## src/rtl/sens_power_pkg.sv

```systemverilog
// Shared scale constants and FSM state encoding for the EMB/LCM power converters.
package sens_power_pkg;

  localparam logic [11:0] PWR_FULL_SCALE = 12'hf00;
  localparam logic [9:0]  LCM_FULL_SCALE = 10'd1023;
  localparam logic [21:0] ROUND_BIAS     = 22'd511;
  localparam int          DIV_STEPS      = 22;

  typedef enum logic {
    IDLE,
    DIV
  } state_t;

endpackage

```

## src/rtl/div_22b_10b_seq.sv

```systemverilog
// 22-step restoring divider, one quotient bit per clock; startp is ignored while busy.
module div_22b_10b_seq
  import sens_power_pkg::*;
(
  input  logic        clk,
  input  logic        rst,
  input  logic        startp,
  input  logic [21:0] z,
  input  logic [9:0]  d,
  output logic [21:0] q,
  output logic [9:0]  r,
  output logic        busy,
  output logic        done
);

  state_t      state;
  logic [21:0] z_sh;
  logic [20:0] q_sh;
  logic [9:0]  rem;
  logic [4:0]  cnt;

  logic [10:0] trial;
  logic        fits;
  logic [9:0]  rem_nxt;

  // The remainder is always < d, so the difference fits back into 10 bits.
  always_comb begin
    trial   = {rem, z_sh[21]};
    fits    = (trial >= {1'b0, d});
    rem_nxt = fits ? (trial[9:0] - d) : trial[9:0];
  end

  always_ff @(posedge clk or negedge rst) begin
    if (!rst) begin
      state <= IDLE;
      z_sh  <= '0;
      q_sh  <= '0;
      rem   <= '0;
      cnt   <= '0;
      q     <= '0;
      r     <= '0;
      busy  <= 1'b0;
      done  <= 1'b0;
    end else begin
      done <= 1'b0;
      case (state)
        IDLE: begin
          if (startp) begin
            z_sh  <= z;
            q_sh  <= '0;
            rem   <= '0;
            cnt   <= '0;
            busy  <= 1'b1;
            state <= DIV;
          end
        end
        DIV: begin
          z_sh <= {z_sh[20:0], 1'b0};
          q_sh <= {q_sh[19:0], fits};
          rem  <= rem_nxt;
          cnt  <= cnt + 5'd1;
          // Final step lands its quotient bit directly in the result register.
          if (cnt == 5'(DIV_STEPS - 1)) begin
            q     <= {q_sh, fits};
            r     <= rem_nxt;
            busy  <= 1'b0;
            done  <= 1'b1;
            state <= IDLE;
          end
        end
        default: state <= IDLE;
      endcase
    end
  end

endmodule

```

## src/rtl/lcm_power_convert.sv

```systemverilog
// LCM (0..1023) to EMB sensor-scale (0..3840) power conversion via serial divide.
// Define SENS_PWR_ROUND_EN for round-to-nearest; otherwise the result is truncated.
module lcm_power_convert
  import sens_power_pkg::*;
(
  input  logic        clk,
  input  logic        rst,
  input  logic [9:0]  pwr_cmd,
  input  logic        cmd_startp,
  output logic [15:0] pwr_dout,
  output logic        calc_done,
  output logic        busy
);

  logic [21:0] x;
  logic [21:0] quo;
  logic [9:0]  quo_hi_unused;
  logic [9:0]  rem_unused;

  // pwr_cmd * 3840 as (pwr_cmd << 12) - (pwr_cmd << 8).
  always_comb begin
`ifdef SENS_PWR_ROUND_EN
    x = {pwr_cmd, 12'h000} - {4'h0, pwr_cmd, 8'h00} + ROUND_BIAS;
`else
    x = {pwr_cmd, 12'h000} - {4'h0, pwr_cmd, 8'h00};
`endif
  end

  div_22b_10b_seq u_div (
    .clk    (clk),
    .rst    (rst),
    .startp (cmd_startp),
    .z      (x),
    .d      (LCM_FULL_SCALE),
    .q      (quo),
    .r      (rem_unused),
    .busy   (busy),
    .done   (calc_done)
  );

  assign quo_hi_unused = quo[21:12];
  assign pwr_dout      = {4'h0, quo[11:0]};

endmodule

```

## config.mk

```make
export PLATFORM = sky130hd
export DESIGN_NAME = lcm_power_convert
export DESIGN_NICKNAME = d
export VERILOG_FILES = /design/src/rtl/sens_power_pkg.sv /design/src/rtl/div_22b_10b_seq.sv /design/src/rtl/lcm_power_convert.sv
export SDC_FILE = /design/constraint.sdc
export NUM_CORES = 1
export LEC_CHECK = 0
export ABC_AREA = 1
export BUFFER_PORTS_ARGS = -buffer_cell sky130_fd_sc_hd__buf_4
export CAP_MARGIN = 40
export CORE_ASPECT_RATIO = 0.6
export CORE_MARGIN = 3
export CORE_UTILIZATION = 63
export DETAILED_ROUTE_END_ITERATION = 12
export PLACE_DENSITY = 0.95
export SLEW_MARGIN = 20
export SYNTH_ARGS = -nofsm -noshare
export SYNTH_HDL_FRONTEND = slang
export SYNTH_SLANG_ARGS = --single-unit
```

## constraint.sdc

```tcl
create_clock -name clk -period 2.2 [get_ports clk]
set_input_delay 0.11 -clock clk [delete_from_list [all_inputs] [get_ports clk]]
set_output_delay 0.11 -clock clk [all_outputs]
set_load 0.05 [all_outputs]
```

== Word level (Yosys, flattened, before mapping) ==
Index checks and enable logic that the tools add are counted.
Storage, ports and cells
  register bits: 63
  bits in latches: 0
  bits in writable memories: 0
  ROM bits: 0
  input port bits: 13
  output and inout port bits: 18
  word-level logic and storage cells: 35
  memories kept: 0
Operators by class
  $add $sub $neg: 3
  $mul: 0
  divide/modulo/power cells: 0
  order comparisons: 1
  equality and inequality tests: 3
  shift-type cells: 0
  multiplexer cells: 17
  bitwise gates (word level): 1
  reductions and logical operators: 2
Operator list (number)
  $pmux W22 S2: 1
  $mux W22: 1
  $pmux W11 S2: 1
  $sub A22 B18 Y22: 1
  $mux W10: 2
  $pmux W10 S2: 1
  $ge A11 B10 Y1 const B: 1
  $mux W11: 1
  $pmux W5 S2: 1
  $sub A10 B10 Y10 const B: 1
  $mux W1: 6
  $add A5 B1 Y5 const B: 1
  $eq A5 B5 Y1 const B: 1
  $mux W5: 1
  $ne A2 B2 Y1 const B: 2
  $pmux W1 S2: 2
  $reduce_and A2 Y1: 2
  $not A1 Y1: 1

== Depth between registers and ports, before layout ==
  word-level depth: 3
  gate-level depth with buffers: 11
  depth with buffers taken out: 11

== By module ==
A second synthesis with hierarchy kept.
Unflattened totals
  cells, all modules: 630
  area total of the unflattened synthesis: 5018.6 µm²
Modules (own cells, without submodules)
  div_22b_10b_seq: instances 1, cells an instance 509, area each 4403.0 µm², sequential area each 2327.2 µm²
  lcm_power_convert: instances 1, cells an instance 121, area each 615.6 µm², sequential area each 0.0 µm²

== Worst setup path after synthesis ==
No wires, ideal clock.
  path kind: reg2reg
  from: reg u_div.rem[0]
  to: reg u_div.rem[0]
  setup time: 0.117 ns
  arrival time: 1.264 ns
  data required time: 2.083 ns
  setup slack: 0.819 ns
  cell stages (with the launch flop): 10
  path buffers: 0
  clock period less this slack: 1.381 ns
  cells stage by stage: dfrtp_1 -> ha_1 -> nand2_2 -> nor2_2 -> nand3_2 -> nand2_1 -> nor2_2 -> nand2_1 -> nand3_1 -> nand2_1
On the way
  word-level cells in the longest chain between the ends: 3
Ends and longest elaborated chain
  start, declared: RTL line div_22b_10b_seq.sv:19  | logic [9:0] rem;
  start signal, assigned: RTL line div_22b_10b_seq.sv:60  | rem <= rem_nxt;
  $ge A11 B10 Y1: RTL line div_22b_10b_seq.sv:29  | fits = (trial >= {1'b0, d});
  $mux W10: RTL line div_22b_10b_seq.sv:30  | rem_nxt = fits ? (trial[9:0] - d) : trial[9:0];
  $pmux W10 S2: RTL line div_22b_10b_seq.sv:46  | case (state)
Every way passes these cells.
A chain may end at the register's enable or synchronous reset.

== Worst setup path in the final report ==
Same ends and word-level chain as after synthesis.

==> flow_summary.ini <==
[timing]
fin_crit_sh = 0.749
hold_ws_ps = 120
rsz0062_at_grt = no
finalHoldViolations = 0
max-slew-margin-rel = 0.553
final_max_slew_viol_count = 0
skew_ps = 11.4
fmax_mhz = 607
post-route-min-period_ps = 1650
worstMarginPinSlew_ps = 670
setup_viol = 0
setup_tns_ps = 0

[min_path]
min_from = cmd_startp
hp-class = in2reg

[global_routing]
grt_max_degree = 56
antenna_found_initial = 0
grtUsageTotal = 0.276
grt_pass1_wl_microns = 12200
gr-total-overflow = 0
first_global_vias = 2649

[worst_setup_path]
crit_fanout = 7
worst_path_largest_cell_delay_ps = 440
cp-start-kind = flip-flop
path_cells = ha_1 -> nand2_2 -> nor2_2 -> nand3_2 -> nand2_1 -> nor2_2 -> nand2_1 -> nand3_1 -> nand2_1
slowest_stage = dfrtp_1
crit_path_frequent_cell = nand2_1
worst_ep_arrival_time_ps = 1860
cp-end-kind = flip-flop
r2r-start = u_div.rem[0]$_DFFE_PN0P_
path_buf_inv = 0
path_delay_family = simple AND/OR/NAND/NOR gates
crit_type = reg2reg
cp-startpoint = u_div.rem[0]$_DFFE_PN0P_
required_ps = 2410

[layout]
layout.cells.non_filler = 493
syn_to_final_growth_pct = 10.7
final_core_utilization = 0.734
fin_nets = 452
n_fill_cell = 330
n_antenna_cell = 0
fin_area_sq_um = 3420
layout-drive-gt1-share = 0.126

[logic_synthesis]
seq_area_frac_synth = 0.446
ys_types = 27
yosysWarningCount = 0
mappedNetlistArea_sq_um = 3090
ys_seq_elements = 55
synth.avg_cell_area_sq_um = 7.67
netlist_instances = 403

[pwr]
share_comb_of_total_power = 0.452
swShare = 0.462
irDropWorstVdd_mv = 0.901
p_int_mw = 2.33
p_per_area_nw_per_um2 = 1260
clockPowerShare = 0.137
seqPwrFrac = 0.410
power_leakage_nw = 1.80
switchingPower_mw = 2.00

[floorplanning]
die_h_microns = 60.2
die_x_microns = 96.4
top_level_ports = 31
fp.dieArea_sq_um = 5810
rows = 19
core-area_sq_um = 4660
initial_core_util = 0.663

[placed_design]
gp_congestion = 0.959
place.detailed.hpwl_microns = 5260
dp_cells = 484
port_buffers = 26
place_area_sq_um = 3310

[cts]
hold_buffers = 1
cts_buffer_depth = 2
cts_tree = done
cts_inserted_buffers = 5
htreeDepth = 2
post_cts_buffers = 0
clk_pin_slew_ps = 110
clockRootBuffer = clkbuf_8
insertion_delay_ps = 320
cts_resized = 0
clock-sinks = 55

[route]
routed_wl_microns = 7140
drt_first_iter_violations = 236
vias_per_cell = 5.80
routedWlPerCell_microns = 14.5
drtAntennaViolNets = 0
vias = 2861
drtPass1Iterations = 5
drc = 0

[run_status]
outcome = finished clean

[run]
maxCapViolCount = 0
==> final timing paths <==
kind	cells after the start	endpoint	slack, ps
setup / recovery	9	u_div.rem[0]$_DFFE_PN0P_	550
hold / removal	4	u_div.cnt[0]$_DFFE_PN0P_	120
setup reg to reg	9	u_div.rem[0]$_DFFE_PN0P_	550
hold reg to reg	2	u_div.q[6]$_DFFE_PN0P_	500
max in group asynchronous	2	u_div.z_sh[10]$_DFFE_PN0P_	1390
min in group asynchronous	2	u_div.rem[1]$_DFFE_PN0P_	350
==> state kept, by name, summed over array words and instances (netlist names) <==
name / cells
u_div.rem: 10
u_div.q_sh: 11
u_div.z_sh: 14
u_div.q: 12
u_div.done: 1
u_div.busy: 1
u_div.state: 1
u_div.cnt: 5
==> cells by family after synthesis <==
| group | after synthesis | synth area share |
|---|---|---|
| buffers and inverters | 73 | 0.0988 |
| flip-flops | 55 | 0.446 |
| XOR/XNOR | 6 | 0.0170 |
| AO/OA/AOI/OAI | 57 | 0.113 |
| other | 1 | 0.00121 |
| AND/OR/NAND/NOR | 201 | 0.284 |
| adder cells (fa/ha/maj) | 10 | 0.0405 |
==> metrics by stage <==
step | worst slack [ps] | total power [mW]
global route | 441 | 4.65
global placement | 663 | 3.60
CTS | 593 | 4.31
detailed placement | 608 | 3.72
finish | 553 | 4.32
floorplan | 819 | 3.16
==> layout by cell type (no fill, tap or decap) <==
cell and count:
nand2_2 5, o22ai_1 13, nand2_1 118, buf_4 29, inv_2 2, dlygate4sd3_1 1
clkbuf_8 5, a31oi_1 1, a21oi_4 1, inv_1 57, nand3_1 29, a22oi_1 13
conb_1 4, nor2_4 2, xnor2_1 2, nand3_2 4, inv_8 1, xor2_1 4
o21bai_1 1, nor3_1 3, dfrtp_1 55, nor2_1 28, ha_1 10, o21ai_0 20
nor2_2 3, a21oi_1 3, clkinv_4 2, nand4_1 9, o21ai_1 5
==> worst min-delay path: cells and delay by family <==
kind / cells / cell delay (ps)
compound gates: 1 / 70
buf+inv: 1 / 100
simple gates: 2 / 110
==> power by group through the flow <==
stage | registers (mW) | clock network [mW] | logic, mW
floorplan | 2.07 | 0 | 1.09
global route | 1.82 | 0.655 | 2.18
finish | 1.77 | 0.594 | 1.96
CTS | 1.76 | 0.600 | 1.95
global placement | 1.75 | 0 | 1.84
detailed placement | 1.78 | 0 | 1.94
==> final cells by class <==
cell class,instances,area (sq um),area share
clock buffer,5,68.8,0.0201
clock inverter,3,28.8,0.00841
inverter,59,221,0.0647
multi-input combinational,278,1420,0.415
sequential,55,1380,0.402
tap,63,78.8,0.0230
timing repair buffer,30,228,0.0666
==> layer usage <==
| layer | routed length (microns) | up-vias | global-route usage |
|---|---|---|---|
| li1 | - | 1354 | - |
| met1 | 3120 | 1337 | 0.389 |
| met2 | 3220 | 155 | 0.418 |
| met3 | 674 | 15 | 0.0654 |
| met4 | 132 | 0 | 0.0978 |
| met5 | 0 | - | 0 |
==> synth_stat cells <==
master	count	area, sq um
buf_2	4	20.0
nand4_1	9	56.3
nand3_1	29	145
inv_2	2	7.51
a21oi_1	3	15.0
nor2_2	3	18.8
o21ai_1	5	25.0
xor2_1	4	35.0
a22oi_1	13	97.6
o21ai_0	20	100
o22ai_1	13	81.3
nor3_1	3	15.0
clkbuf_1	3	11.3
ha_1	10	125
nand2_2	5	31.3
a31oi_1	1	6.26
a21oi_4	1	16.3
buf_4	7	52.6
xnor2_1	2	17.5
inv_1	57	214
o21bai_1	1	7.51
dfrtp_1	55	1380
conb_1	1	3.75
nor2_1	28	105
nand2_1	118	443
nor2_4	2	22.5
nand3_2	4	40.0
(Power assumes the default switching activity.)
